File: src/rtl/mac_out_stage_pkg.sv
// rtl/mac_out_stage_pkg.sv - shared accumulator type and limits for the MAC output stage
package mac_out_stage_pkg;

    typedef logic signed [15:0] acc_t;

    localparam acc_t ACC_MAX   = 16'sh7FFF;
    localparam acc_t ACC_MIN   = 16'sh8000;
    localparam int   OUT_DEPTH = 4;

endpackage

File: src/rtl/mac_out_stage_sync_fifo.sv
// rtl/mac_out_stage_sync_fifo.sv - synchronous first-word-fall-through FIFO with occupancy count
module nnp_sync_fifo #(
    parameter int WIDTH = 16,
    parameter int DEPTH = 4
) (
    input  logic                       clk,
    input  logic                       reset,
    input  logic                       push,
    input  logic [WIDTH-1:0]           wr_data,
    input  logic                       pop,
    output logic [WIDTH-1:0]           rd_data,
    output logic                       full,
    output logic                       empty,
    output logic [$clog2(DEPTH+1)-1:0] count
);

    localparam int AW = $clog2(DEPTH);
    localparam int CW = $clog2(DEPTH+1);
    localparam logic [AW:0] FULL_CNT = (AW+1)'(DEPTH);

    logic [AW:0]      r_wr_ptr;
    logic [AW:0]      r_rd_ptr;
    logic [WIDTH-1:0] r_mem [DEPTH];

    logic [AW:0] w_diff;
    logic        w_pop;
    logic        w_push;

    // Pointers carry one extra wrap bit so full and empty stay distinguishable.
    assign w_diff  = r_wr_ptr - r_rd_ptr;
    assign empty   = (w_diff == '0);
    assign full    = (w_diff == FULL_CNT);
    assign w_pop   = pop && !empty;
    assign w_push  = push && (!full || w_pop);
    assign count   = CW'(w_diff);
    assign rd_data = r_mem[r_rd_ptr[AW-1:0]];

    always_ff @(posedge clk) begin
        if (reset) begin
            r_wr_ptr <= '0;
            r_rd_ptr <= '0;
            for (int i = 0; i < DEPTH; i++) begin
                r_mem[i] <= '0;
            end
        end else begin
            if (w_push) begin
                r_mem[r_wr_ptr[AW-1:0]] <= wr_data;
                r_wr_ptr                <= r_wr_ptr + 1'b1;
            end
            if (w_pop) begin
                r_rd_ptr <= r_rd_ptr + 1'b1;
            end
        end
    end

endmodule

File: src/rtl/mac_out_stage.sv
// rtl/mac_out_stage.sv - saturate/ReLU MAC results and buffer them for the writeback port
module mac_out_stage
    import mac_out_stage_pkg::*;
#(
    parameter int DEPTH   = OUT_DEPTH,
    parameter int RELU_EN = 1,
    parameter int CNT_W   = 8
) (
    input  logic                       clk,
    input  logic                       reset,
    input  logic [15:0]                mac_f,
    input  logic                       mac_valid,
    input  logic                       mac_overflow,
    output logic [15:0]                m_data,
    output logic                       m_valid,
    input  logic                       m_ready,
    output logic [$clog2(DEPTH+1)-1:0] count,
    output logic                       drop_err,
    output logic [CNT_W-1:0]           sat_cnt
);

    acc_t             r_s_data;
    logic             r_s_valid;
    logic             r_drop_err;
    logic [CNT_W-1:0] r_sat_cnt;

    acc_t w_sat;
    acc_t w_val;
    logic w_full;
    logic w_empty;
    logic w_pop;

    // An overflowed accumulator has wrapped, so its true sign is the opposite of bit 15.
    always_comb begin
        w_sat = acc_t'(mac_f);
        if (mac_overflow) begin
            w_sat = mac_f[15] ? ACC_MAX : ACC_MIN;
        end
        w_val = w_sat;
        if ((RELU_EN != 0) && w_sat[15]) begin
            w_val = '0;
        end
    end

    assign m_valid  = !w_empty;
    assign w_pop    = m_valid && m_ready;
    assign drop_err = r_drop_err;
    assign sat_cnt  = r_sat_cnt;

    always_ff @(posedge clk) begin
        if (reset) begin
            r_s_data   <= '0;
            r_s_valid  <= 1'b0;
            r_drop_err <= 1'b0;
            r_sat_cnt  <= '0;
        end else begin
            r_s_valid <= mac_valid;
            if (mac_valid) begin
                r_s_data <= w_val;
            end
            if (mac_valid && mac_overflow && (r_sat_cnt != '1)) begin
                r_sat_cnt <= r_sat_cnt + 1'b1;
            end
            // The MAC cannot be stalled, so a result arriving at a full FIFO is lost.
            if (r_s_valid && w_full && !w_pop) begin
                r_drop_err <= 1'b1;
            end
        end
    end

    nnp_sync_fifo #(
        .WIDTH (16),
        .DEPTH (DEPTH)
    ) u_fifo (
        .clk     (clk),
        .reset   (reset),
        .push    (r_s_valid),
        .wr_data (r_s_data),
        .pop     (w_pop),
        .rd_data (m_data),
        .full    (w_full),
        .empty   (w_empty),
        .count   (count)
    );

endmodule
File: config.mk
export PLATFORM = sky130hd
export DESIGN_NAME = mac_out_stage
export DESIGN_NICKNAME = d
export VERILOG_FILES = /design/src/rtl/mac_out_stage_pkg.sv /design/src/rtl/mac_out_stage_sync_fifo.sv /design/src/rtl/mac_out_stage.sv
export SDC_FILE = /design/constraint.sdc
export NUM_CORES = 1
export LEC_CHECK = 0
export CORE_MARGIN = 1.5
export CORE_UTILIZATION = 58
export DETAILED_ROUTE_END_ITERATION = 8
export HOLD_SLACK_MARGIN = 0.08
export PLACE_DENSITY = 0.83
export RECOVER_POWER = 50
export SYNTH_ARGS = -nofsm -noshare
export SYNTH_HDL_FRONTEND = slang
export SYNTH_SLANG_ARGS = --single-unit
export TNS_END_PERCENT = 20
File: constraint.sdc
create_clock -name clk -period 5.7 [get_ports clk]
set_clock_uncertainty 0.1 [all_clocks]
set_input_delay 1.14 -clock clk [delete_from_list [all_inputs] [get_ports clk]]
set_output_delay 1.14 -clock clk [all_outputs]
set_load 0.02 [all_outputs]
==> results.py <==
metrics = {
    "run_status": {
        "status": "finished, violations left",
        "violations": "capacitance limit, slew limit",
    },
    "clocking": {
        "h-tree-depth": 3,
        "cts_sinks": 93,
        "clock_latency_ns": 0.36,
        "clkTransAtPathRegs_ns": 0.08,
        "root_buffer": "clkbuf_8",
        "cts_tree": "built",
        "post_cts_resized": 0,
        "post_cts_buffers": 0,
        "clock_path_buffers": 2,
        "cts-hold-fix-buffers": 0,
        "numCtsBuffers": 9,
    },
    "critical_path": {
        "worstPathCellList": "inv_1 -> ha_1 -> fa_1 -> xnor3_1 -> nor3_1 -> o21ai_0 -> a21oi_1",
        "worstSetupStartpoint": "u_fifo.r_wr_ptr[0]$_SDFFE_PP0P_",
        "crit_buf_inv": 1,
        "slowest_delay_ns": 1.79,
        "end_kind": "register",
        "path_class": "register to register",
        "path_max_fanout": 19,
        "cp_slowest_cell": "nor3_1",
        "crit_required_ns": 5.87,
        "arrival_ns": 4.14,
        "crit_family": "simple AND/OR/NAND/NOR gates",
        "reg2reg_from": "u_fifo.r_wr_ptr[0]$_SDFFE_PP0P_",
        "crit_path_start_kind": "register",
    },
    "global_route": {
        "grt_pass1_wl_mm": 13.3,
        "antenna_found_initial": 0,
        "grt_pass1_vias": 2668,
        "grt_overflow": 0,
        "grt.total_usage": 0.240,
        "grt_max_degree": 38,
    },
    "synthesis": {
        "netlist_area_mm2": 0.00399,
        "synth.distinct_cells": 34,
        "ys_seq_elements": 93,
        "synthTopCellsByCount": "nor2_1 (86), edfxtp_1 (60), dfxtp_1 (33), a21oi_1 (22), nand2_1 (22)",
        "synthCells": 332,
        "ys_seq_area_frac": 0.618,
        "synth_edf_count": 60,
        "yosys.area.top_type": "edfxtp_1",
        "yosys_warnings": 0,
        "synth.most_common_cell": "nor2_1",
        "ys_async_sr_fraction": 0,
        "mappedNetlistNets": 358,
        "ys_top_cells_by_area": "edfxtp_1 (45%), dfxtp_1 (17%), mux4_2 (8.5%)",
        "syn_avg_cell_area_um2": 12.0,
        "synth-main-ff-cell": "edfxtp_1",
        "synth_top_area_share": 0.452,
    },
    "routing": {
        "vias": 2718,
        "wl_per_cell_um": 17.7,
        "ant_nets": 0,
        "vias_per_cell": 5.88,
        "drt_wl_total_mm": 8.20,
        "drc": 0,
        "drt_iter0_drc": 220,
        "firstDrtPassIters": 5,
    },
    "place": {
        "place_area_mm2": 0.00448,
        "portBuffers": 48,
        "dp_hpwl_mm": 5.32,
        "gp_congestion": 0.765,
    },
    "sta": {
        "fmax_mhz": 252,
        "max_slew_margin": -0.543,
        "finalMaxSlewViolations": 58,
        "rsz0062_at_grt": "no",
        "worst_pin_slew_ns": 2.30,
        "period_needed_ns": 3.97,
        "setup_viol": 0,
        "setup_tns_ns": 0,
        "finalHoldViolCount": 0,
        "final_min_period_over_clock_period": 0.697,
    },
    "finish": {
        "syn2layout_area_growth_pct": 17.0,
        "nets": 403,
        "fin_util": 0.695,
        "nFillCells": 462,
        "final_area_mm2": 0.00467,
        "diodes": 0,
        "drive_gt1_frac": 0.102,
    },
    "floorplan": {
        "die_area_mm2": 0.00738,
        "die_h_um": 85.9,
        "core_mm2": 0.00672,
        "die_x_um": 85.9,
        "rows": 30,
        "initial_core_util": 0.593,
        "boundaryPins": 50,
    },
    "power": {
        "total_power_mw": 1.67,
        "leakage_nw": 1.75,
        "peakVddDrop_uv": 218,
        "power_density_mw_per_mm2": 357,
    },
    "hold_path": {
        "hp-start": "drop_err$_SDFFE_PP0P_",
        "hold_class": "register to register",
    },
    "run": {
        "cap_violations": 2,
    },
}
==> metrics by stage <==
| step | instances | setup slack [ns] | hold WS (ns) |
|---|---|---|---|
| CTS | 461 | 1.83 | 0.382 |
| floorplan | 332 | 2.57 | 0.354 |
| finish | 462 | 1.73 | 0.383 |
| global route | 462 | 1.35 | 0.406 |
| global placement | 445 | 1.97 | 0.361 |
| detailed placement | 445 | 1.85 | 0.366 |
==> layout by cell type (no fill, tap or decap), drive strengths merged, types with 6 or more instances in the layout <==
| cell type | instances |
|---|---|
| dfxtp | 33 |
| nor3 | 18 |
| nand2 | 22 |
| clkbuf | 12 |
| dlygate4sd3 | 11 |
| nor2 | 86 |
| a21oi | 22 |
| edfxtp | 60 |
| nand3 | 6 |
| inv | 10 |
| clkdlybuf4s50 | 37 |
| mux4 | 15 |
==> routing by layer <==
| metal | GRT usage | vias to the layer above | routed length, um |
|---|---|---|---|
| li1 | - | 1274 | - |
| met1 | 0.328 | 1324 | 3560 |
| met2 | 0.377 | 105 | 4030 |
| met3 | 0.0452 | 15 | 456 |
| met4 | 0.109 | 0 | 153 |
| met5 | 0 | - | 0 |
==> power breakdown <==
group / internal [mW] / switching [mW] / total [mW] / leakage [nW]
combinational: 0.219 / 0.224 / 0.442 / 0.757
clock: 0.183 / 0.227 / 0.410 / 0.0960
sequential: 0.760 / 0.0549 / 0.815 / 0.895
total: 1.16 / 0.506 / 1.67 / 1.75
==> state kept, by name (all words and copies together), names as in the netlist, named ones only <==
signal and flops:
sat_cnt 8, drop_err 1, u_fifo.r_rd_ptr 3, u_fifo.r_mem 60
u_fifo.r_wr_ptr 3, r_s_data 15, r_s_valid 1
==> logic make-up after synthesis <==
group | share of synthesized area
and+or+nand+nor | 0.166
xor gates and xnor gates | 0.0169
AOI/OAI and AO/OA | 0.0537
buffers and inverters | 0.0348
other | 0.000940
adders and majority gates | 0.0176
DFF | 0.618
muxes | 0.0922
==> cell type report <==
| class | count | area (um2) | area share |
|---|---|---|---|
| well taps | 80 | 100 | 0.0214 |
| clock inverters | 5 | 32.5 | 0.00697 |
| clock buffers | 11 | 151 | 0.0324 |
| flip-flops and latches | 93 | 2460 | 0.528 |
| multi-input cells | 213 | 1380 | 0.296 |
| inverters | 8 | 30.0 | 0.00643 |
| repair buffers | 52 | 510 | 0.109 |
==> worst min-delay path: cells and delay by family, from the launching register on <==
family             cells  cell delay, ns
DFF                    1            0.34
and+or+nand+nor        1            0.07
AOI/OAI and AO/OA      1            0.04
==> worst paths after layout <==
kind / to / slack (ns) / depth (start not counted)
min reg2reg: drop_err$_SDFFE_PP0P_ / 0.38 / 2
max reg2reg: u_fifo.r_wr_ptr[0]$_SDFFE_PP0P_ / 1.73 / 7
max: u_fifo.r_wr_ptr[0]$_SDFFE_PP0P_ / 1.73 / 7
min: drop_err$_SDFFE_PP0P_ / 0.38 / 2
(Power assumes the default switching activity.)
